`config.mk`:
```
export PLATFORM = sky130hd
export DESIGN_NAME = alu_multicycle
export DESIGN_NICKNAME = d
export VERILOG_FILES = /design/src/rtl/alu_multicycle_pkg.sv /design/src/rtl/alu_mul_iter.sv /design/src/rtl/alu_multicycle.sv
export VERILOG_INCLUDE_DIRS = /design/src /design/src/rtl
export SDC_FILE = /design/constraint.sdc
export NUM_CORES = 1
export LEC_CHECK = 0
export ABC_AREA = 1
export BUFFER_PORTS_ARGS = -buffer_cell sky130_fd_sc_hd__buf_2
export CORE_MARGIN = 1
export CORE_UTILIZATION = 60
export CTS_BUF_LIST = sky130_fd_sc_hd__clkbuf_16
export CTS_CLUSTER_DIAMETER = 200
export DETAILED_ROUTE_END_ITERATION = 7
export PLACE_DENSITY = 0.78
export SLEW_MARGIN = 40
export SYNTH_ARGS = -nofsm -noshare
export SYNTH_HDL_FRONTEND = slang
export SYNTH_HIERARCHICAL = 1
export SYNTH_SLANG_ARGS = --single-unit
```
`constraint.sdc`:
```
create_clock -name CLK -period 4.2 [get_ports CLK]
set_input_delay 0.84 -clock CLK [delete_from_list [all_inputs] [get_ports CLK]]
set_output_delay 0.84 -clock CLK [all_outputs]
set_load 0.005 [all_outputs]
```
`src/rtl/prj_definition.v`:
```
// Shared project definitions: datapath widths, ALU opcodes and multicycle ALU state encodings.
`ifndef PRJ_DEFINITION_V
`define PRJ_DEFINITION_V

`define DATA_WIDTH      32
`define ALU_OPRN_WIDTH  6

`define ALU_OPRN_ADD    6'h01
`define ALU_OPRN_SUB    6'h02
`define ALU_OPRN_MUL    6'h03
`define ALU_OPRN_SHR    6'h04
`define ALU_OPRN_SHL    6'h05
`define ALU_OPRN_AND    6'h06
`define ALU_OPRN_OR     6'h07
`define ALU_OPRN_NOR    6'h08
`define ALU_OPRN_SLT    6'h09

`define ALU_MC_IDLE     2'd0
`define ALU_MC_EXEC     2'd1
`define ALU_MC_MUL      2'd2
`define ALU_MC_FIN      2'd3

`endif

```
`src/rtl/alu_multicycle_pkg.sv`:
```
// Types and opcode constants for the multicycle ALU; the MUL state exists only when ALU_MUL_EN is defined.
`include "prj_definition.v"

package alu_multicycle_pkg;

   typedef enum logic [1:0] {
      ST_IDLE = `ALU_MC_IDLE,
      ST_EXEC = `ALU_MC_EXEC,
`ifdef ALU_MUL_EN
      ST_MUL  = `ALU_MC_MUL,
`endif
      ST_FIN  = `ALU_MC_FIN
   } alu_state_e;

   localparam logic [`ALU_OPRN_WIDTH-1:0] OPRN_ADD = `ALU_OPRN_ADD;
   localparam logic [`ALU_OPRN_WIDTH-1:0] OPRN_SUB = `ALU_OPRN_SUB;
   localparam logic [`ALU_OPRN_WIDTH-1:0] OPRN_MUL = `ALU_OPRN_MUL;
   localparam logic [`ALU_OPRN_WIDTH-1:0] OPRN_SHR = `ALU_OPRN_SHR;
   localparam logic [`ALU_OPRN_WIDTH-1:0] OPRN_SHL = `ALU_OPRN_SHL;
   localparam logic [`ALU_OPRN_WIDTH-1:0] OPRN_AND = `ALU_OPRN_AND;
   localparam logic [`ALU_OPRN_WIDTH-1:0] OPRN_OR  = `ALU_OPRN_OR;
   localparam logic [`ALU_OPRN_WIDTH-1:0] OPRN_NOR = `ALU_OPRN_NOR;
   localparam logic [`ALU_OPRN_WIDTH-1:0] OPRN_SLT = `ALU_OPRN_SLT;

endpackage

```
`src/rtl/alu_mul_iter.sv`:
```
// Iterative shift-add multiplier: one partial product per edge, DATA_W steps, low DATA_W bits kept.
// Present only when ALU_MUL_EN is defined.
`include "prj_definition.v"

`ifdef ALU_MUL_EN
module alu_mul_iter #(
   parameter int DATA_W = `DATA_WIDTH
) (
   input  logic              CLK,
   input  logic              RST,
   input  logic              load,
   input  logic [DATA_W-1:0] OP1,
   input  logic [DATA_W-1:0] OP2,
   output logic [DATA_W-1:0] product,
   output logic              last
);

   localparam int CNT_W = (DATA_W > 1) ? $clog2(DATA_W) : 1;

   logic [DATA_W-1:0] mcand_reg;
   logic [DATA_W-1:0] mplier_reg;
   logic [DATA_W-1:0] acc_reg;
   logic [CNT_W-1:0]  cnt_reg;
   logic              run_reg;

   // product is the accumulator after the current step, so it is final while last is high
   assign product = acc_reg + (mplier_reg[0] ? mcand_reg : '0);
   assign last    = run_reg && (cnt_reg == CNT_W'(DATA_W - 1));

   always_ff @(posedge CLK or negedge RST) begin
      if (!RST) begin
         mcand_reg  <= '0;
         mplier_reg <= '0;
         acc_reg    <= '0;
         cnt_reg    <= '0;
         run_reg    <= 1'b0;
      end else if (load) begin
         mcand_reg  <= OP1;
         mplier_reg <= OP2;
         acc_reg    <= '0;
         cnt_reg    <= '0;
         run_reg    <= 1'b1;
      end else if (run_reg) begin
         acc_reg    <= product;
         mcand_reg  <= mcand_reg << 1;
         mplier_reg <= mplier_reg >> 1;
         cnt_reg    <= cnt_reg + 1'b1;  // wraps to 0 on the final step
         if (last) begin
            run_reg <= 1'b0;
         end
      end
   end

endmodule
`endif

```
`src/rtl/alu_multicycle.sv`:
```
// Multicycle ALU: one-cycle EXEC for logic/arith ops, iterative MUL state when ALU_MUL_EN is defined.
`include "prj_definition.v"

module alu_multicycle
   import alu_multicycle_pkg::*;
#(
   parameter int DATA_W = `DATA_WIDTH,
   parameter int OPRN_W = `ALU_OPRN_WIDTH
) (
   input  logic              CLK,
   input  logic              RST,
   input  logic              START,
   input  logic [DATA_W-1:0] OP1,
   input  logic [DATA_W-1:0] OP2,
   input  logic [OPRN_W-1:0] OPRN,
   output logic              BUSY,
   output logic              DONE,
   output logic [DATA_W-1:0] OUT,
   output logic              ZERO,
   output logic              ERR
);

   alu_state_e        state_reg, state_next;
   logic [DATA_W-1:0] op1_reg, op2_reg;
   logic [OPRN_W-1:0] oprn_reg;
   logic [DATA_W-1:0] out_reg;
   logic              zero_reg, err_reg;

   logic              accept;
   logic              res_load;
   logic [DATA_W-1:0] alu_res, res_value;
   logic              alu_err, res_err;

`ifdef ALU_MUL_EN
   logic              mul_load;
   logic [DATA_W-1:0] mul_product;
   logic              mul_last;

   // operands go straight from the ports so the first step runs on the edge after acceptance
   assign mul_load = accept && (OPRN == OPRN_W'(OPRN_MUL));

   alu_mul_iter #(.DATA_W(DATA_W)) u_mul (
      .CLK     (CLK),
      .RST     (RST),
      .load    (mul_load),
      .OP1     (OP1),
      .OP2     (OP2),
      .product (mul_product),
      .last    (mul_last)
   );

   assign res_value = (state_reg == ST_MUL) ? mul_product : alu_res;
   assign res_err   = (state_reg == ST_MUL) ? 1'b0 : alu_err;
`else
   assign res_value = alu_res;
   assign res_err   = alu_err;
`endif

   always_comb begin
      alu_res = '0;
      alu_err = 1'b0;
      case (oprn_reg)
         OPRN_W'(OPRN_ADD): alu_res = op1_reg + op2_reg;
         OPRN_W'(OPRN_SUB): alu_res = op1_reg - op2_reg;
         OPRN_W'(OPRN_SHR): alu_res = (op2_reg >= DATA_W'(DATA_W)) ? '0 : (op1_reg >> op2_reg);
         OPRN_W'(OPRN_SHL): alu_res = (op2_reg >= DATA_W'(DATA_W)) ? '0 : (op1_reg << op2_reg);
         OPRN_W'(OPRN_AND): alu_res = op1_reg & op2_reg;
         OPRN_W'(OPRN_OR):  alu_res = op1_reg | op2_reg;
         OPRN_W'(OPRN_NOR): alu_res = ~(op1_reg | op2_reg);
         OPRN_W'(OPRN_SLT): alu_res = DATA_W'(op1_reg < op2_reg);
         default:           alu_err = 1'b1;
      endcase
   end

   always_comb begin
      state_next = state_reg;
      accept     = 1'b0;
      res_load   = 1'b0;
      case (state_reg)
         ST_IDLE, ST_FIN: begin
            if (START) begin
               accept     = 1'b1;
               state_next = ST_EXEC;
`ifdef ALU_MUL_EN
               if (OPRN == OPRN_W'(OPRN_MUL)) begin
                  state_next = ST_MUL;
               end
`endif
            end else begin
               state_next = ST_IDLE;
            end
         end
         ST_EXEC: begin
            res_load   = 1'b1;
            state_next = ST_FIN;
         end
`ifdef ALU_MUL_EN
         ST_MUL: begin
            if (mul_last) begin
               res_load   = 1'b1;
               state_next = ST_FIN;
            end
         end
`endif
         default: state_next = ST_IDLE;
      endcase
   end

   always_ff @(posedge CLK or negedge RST) begin
      if (!RST) begin
         state_reg <= ST_IDLE;
         op1_reg   <= '0;
         op2_reg   <= '0;
         oprn_reg  <= '0;
         out_reg   <= '0;
         zero_reg  <= 1'b1;
         err_reg   <= 1'b0;
      end else begin
         state_reg <= state_next;
         if (accept) begin
            op1_reg  <= OP1;
            op2_reg  <= OP2;
            oprn_reg <= OPRN;
         end
         if (res_load) begin
            out_reg  <= res_value;
            zero_reg <= (res_value == '0);
            err_reg  <= res_err;
         end
      end
   end

`ifdef ALU_MUL_EN
   assign BUSY = (state_reg == ST_EXEC) || (state_reg == ST_MUL);
`else
   assign BUSY = (state_reg == ST_EXEC);
`endif
   assign DONE = (state_reg == ST_FIN);
   assign OUT  = out_reg;
   assign ZERO = zero_reg;
   assign ERR  = err_reg;

endmodule

```
* After elaboration in Yosys (flattened, before gate mapping)
Cells that the tools add are included.
** Cells by class
- Add/sub/neg operators :: 2
- Muxes and demuxes :: 9
- Shifts and indexed selects :: 2
- Reduce and logical (&&, ||, !) cells :: 4
- Bitwise operators :: 3
- Eq/ne operators :: 10
- Magnitude comparators :: 2
** Operators by type and width (number)
- $pmux W32 S8 :: 1
- $mux W32 :: 2
- $add A32 B32 Y32 :: 1
- $and A32 B32 Y32 :: 1
- $ge A32 B6 Y1 const B :: 1
- $logic_not A32 Y1 :: 1
- $lt A32 B32 Y1 :: 1
- $not A32 Y32 :: 1
- $or A32 B32 Y32 :: 1
- $shl A32 B32 Y32 :: 1
- $shr A32 B32 Y32 :: 1
- $sub A32 B32 Y32 :: 1
- $eq A6 B3 Y1 const B :: 4
- $eq A6 B4 Y1 const B :: 2
- $reduce_or A8 Y1 :: 1
- $eq A6 B1 Y1 const B :: 1
- $eq A6 B2 Y1 const B :: 1
- $mux W1 :: 5
- $pmux W2 S2 :: 1
- $eq A2 B1 Y1 const B :: 1
- $eq A2 B2 Y1 const B :: 1
- $logic_not A2 Y1 :: 1
- $reduce_or A2 Y1 :: 1
** Storage, ports and cells
- Logic and storage cells :: 39
- Bits in registers :: 106

* Logic depth before layout (Yosys ltp)
- Depth after elaboration :: 4
- Gate-level depth with buffers :: 26
- Gate-level depth less buffers :: 25

* Worst setup path before layout
No wires, ideal clock.
- Path kind :: register to register
- From :: reg op2_reg[2]
- To :: reg zero_reg, in the netlist ZERO
- Library setup time :: 0.061 ns
- Cell stages (with the launch flop) :: 25
- Required time :: 4.139 ns
- Slack :: 1.131 ns
- Data arrival time :: 3.008 ns
- Path through :: dfrtp_1 clkinv_1 clkbuf_1 buf_1 ha_1 inv_2 nand2_2 a21oi_4 nand2_1 nand2_1 a21o_2 nand2_2 a21oi_2 nand2_1 nand2_1 nand2_1 nand2_1 o21ai_0 nor2_1 nand2_1 nor2_1 nand2_1 nor2_1 nand2_1 nand2_1
** On the way
- Cells in the longest elaborated chain, start to end :: 4
- Elaborated cells between the ends (all ways) :: 13
** Ends and longest elaborated chain
- start: declaration :: line alu_multicycle.sv:24 : logic [DATA_W-1:0] op1_reg, op2_reg;
- start signal: assignment :: line alu_multicycle.sv:113 : op2_reg <= '0;
- start signal: assignment :: line alu_multicycle.sv:122 : op2_reg <= OP2;
- $ge A32 B6 Y1, or another cell as far along :: line alu_multicycle.sv:65, alu_multicycle.sv:66
- $mux W32, or another cell as far along :: line alu_multicycle.sv:66 : OPRN_W'(OPRN_SHL): alu_res = (op2_reg >= DATA_W'(DATA_W)) ? '0 : (op1_reg << op2_reg);
- $pmux W32 S8 (*) :: line alu_multicycle.sv:62 : case (oprn_reg)
- $logic_not A32 Y1 (*) :: line alu_multicycle.sv:127 : zero_reg <= (res_value == '0);
- end signal: assignment :: line alu_multicycle.sv:127
- end: declaration :: line alu_multicycle.sv:27 : logic zero_reg, err_reg;
Mark *: on every way between the ends. The rest lies on a longest branch, timed or not.
A chain may end at the register's enable or synchronous reset.

* Worst setup path after layout
- From :: reg op2_reg[29]
- To :: reg zero_reg, in the netlist ZERO
The elaborated chain is that of the path after synthesis.

==> impl_metrics.yaml <==
power:
  cellLeakagePower_uw: 0.007355
  irDropWorstVdd_mv: 0.4759
  powerDensity_mw_per_mm2: 913.3
  power_uw: 12740
timing:
  slew_violations: 0
  hold_viol_final: 0
  rsz0062_at_grt: "false"
  worst_slew_pin_slew_ps: 828.7
  min_period_ps: 3623
  period_share_pct: 86.26
  setup_viol: 0
  skew_ps: 11.53
  max_slew_margin_pct: 44.55
  setup_slack_ps: 576.9
  fmax_mhz: 276.0
  finalSetupTns_ps: 0
setup_path:
  reg2reg_depth: 24
  worstSetupPathType: "flop to flop"
  endpoint: "ZERO"
  r2r-end: "ZERO"
  worst_path_largest_cell_delay_ps: 460
  arrival_ps: 3940
  regToRegSetupSlack_ps: 580
  end_kind: "flop"
  required_ps: 4520
  rr_startpoint: "op2_reg[29]"
  start_kind: "flop"
  worst_path_most_repeated_cell: "nand2_1"
  crit_chain: "nor2_1 -> nand2_1 -> nor2_2 -> nand2_2 -> nor2_8 -> nand2_1 -> nand2_1 -> nand2_1 -> nand2_1 -> nand2_1 -> nand2_1 -> nand3_1 -> nand2_1 -> inv_1 -> nand2_1 -> nand3_1 -> nand2_1 -> nor2_1 -> nand2_1 -> nor2_1 -> nand2_1 -> nor2_1 -> nand2_1 -> nand2_1"
  startpoint: "op2_reg[29]"
  crit_fanout: 30
  cp_slowest_cell: "nor2_8"
grt:
  grt_usage_pct: 46.95
  gr-total-overflow: 0
  first_global_vias: 14300
  antenna_found_initial: 1
  grt_first_pass_wirelength_um: 79360
  grt_max_degree: 140
finish:
  fin_cells: 2514
  nets: 2407
  areaGrowthSynthToFinish_pct: 7.307
  nFillCells: 1976
  final_util_pct: 65.93
  drive_above_1_share_pct: 10.55
placed_design:
  gp_congestion: 1.127
  dp_cells: 2496
  port_buffers: 108
  dp_hpwl_um: 40430
  post-place-ws_ps: 811.9
clocking:
  cts_tree: "yes"
  numCtsBuffers: 9
  clkLatencyLatePin_ps: 380
  htreeDepth: 3
  cts.path.max_buffers: 2
  cts.clk_slew.worst_paths_ps: 90
  holdBufCountCts: 0
  cts_setup_buffers: 0
  cts_root_buf: "clkbuf_16"
  cts_sinks: 106
  ctsResizeCount: 0
routing:
  drt_wl_total_um: 51570
  vias_per_cell: 6.309
  drt-pass1-iter-count: 8
  final_antenna_net_count: 0
  drt-initial-drc-count: 2188
  avgRoutedWirePerCell_um: 20.51
  vias: 15860
  remaining_drc_errors: 1
floorplanning:
  die_h_um: 149.2
  core_area_mm2: 0.02115
  dieArea_mm2: 0.02225
  io_pins: 109
  placementRows: 53
  die_x_um: 149.2
  start_util_pct: 61.44
synthesis:
  synthFlopType: "dfrtp_1"
  ys_ff_latch: 106
  netlist_area_mm2: 0.01300
  yosysWarnings: 6
  ys_types: 60
  seq_area_frac_synth_pct: 20.42
  synth-edff-count: 0
  postSynthNetCount: 2364
  syn_avg_cell_area_um2: 5.934
  postSynthCellCount: 2190
  async_flop_share_pct: 100.0
outcome:
  violations: "DRC"
  status: "complete, but fails checks"
worst_hold_path:
  hold_class: "primary input to asynchronous set/reset pin"
run:
  cap_violations: 0
## through the flow
step	area, um^2	hold WS (ps)
final	13950	321.9
after global routing	13940	336.4
after CTS	13940	325.7
after detailed placement	13630	459.9
after global placement	13620	459.6
after floorplan	13000	457.2
## layout make-up
type	instances	area, um^2	area share, %
repair buffers	139	785.8	5.634
inverters	216	810.8	5.814
clock buffers	9	225.2	1.615
multi-input cells	1761	9036	64.79
well taps	275	344.1	2.467
diodes	1	2.502	0.01794
flip-flops and latches	106	2655	19.04
clock inverters	7	86.33	0.6191
## logic make-up after synthesis
logic type                 share of synthesized area, %
AOI/OAI and AO/OA                                 17.19
xor gates and xnor gates                         0.4718
adders and majority gates                         9.839
buffers and inverters                             10.15
DFF                                               20.42
muxes                                            0.1733
and+or+nand+nor                                   41.76
## cells in the mapped netlist (7+ instances only)
library cell	instances	share of area, %
a21oi_2	8	0.54
nand4_1	18	0.87
nor2_1	286	8.3
nand2_2	25	1.2
nand3_1	313	12
buf_2	42	1.6
a221oi_1	17	1.1
clkbuf_1	43	1.2
inv_2	13	0.38
inv_1	198	5.7
dfrtp_1	105	20
o21ai_0	91	3.5
o22ai_1	11	0.53
a31oi_1	18	0.87
nand2_1	572	17
ha_1	99	9.5
a21oi_1	183	7.0
nor3_1	20	0.77
xor2_1	7	0.47
buf_1	12	0.35
o211ai_1	7	0.40
o21ai_1	7	0.27
## layer usage
metal | GRT usage [%] | share of wire [%]
met4 | 25.36 | 6.3
met3 | 14.50 | 14
met5 | 0 | 0
met1 | 59.79 | 38
met2 | 70.60 | 42
## worst max-delay path: cells and delay by family, from the launching register on
family	cells	cell delay [ps]
AND/OR/NAND/NOR	23	3070
flip-flops	1	410
buffers and inverters	1	60
## where the power goes
part | internal [uW] | total (uW) | leakage (uW) | switching [uW]
logic | 2880 | 9780 | 0.00597 | 6900
clock network | 433 | 919 | 0.000152 | 486
registers | 1510 | 2040 | 0.00123 | 536
total | 4820 | 12700 | 0.00735 | 7920
## worst min path at each step
stage | from | endpoint | slack (ps) | depth (start not counted)
after floorplan | ZERO | ZERO | 460 | 2
after global placement | OUT[29] | OUT[29] | 460 | 2
after detailed placement | OUT[29] | OUT[29] | 460 | 2
after CTS | RST | OUT[12] | 330 | 1
after global routing | RST | OUT[12] | 340 | 1
final | RST | OUT[3] | 320 | 1
## cells in the final DEF (no fill, tap or decap), types with 4 or more instances in the layout
cell type  Yosys  final
nand2_1      572    571
nand3_1      313    313
nor2_1       286    286
inv_1        198    197
a21oi_1      183    183
buf_2         42    108
dfrtp_1      105    104
ha_1          99     99
o21ai_0       91     91
buf_4          6     30
nand2_2       25     25
nor3_1        20     19
nand4_1       18     18
a31oi_1       18     18
a221oi_1      17     17
inv_2         13     14
o22ai_1       11     11
clkbuf_16      0      9
a21oi_2        8      8
o21ai_1        7      7
xor2_1         7      7
o211ai_1       7      7
nor2_2         6      6
nand3_2        6      6
a21o_1         6      6
clkinv_1       5      5
nand3b_1       5      5
o221ai_1       5      5
o21bai_1       4      4
or2_2          4      4
a2111oi_0      4      4
a21boi_0       4      4
o21a_1         4      4
Note: power is estimated with default switching activity, not from simulation.
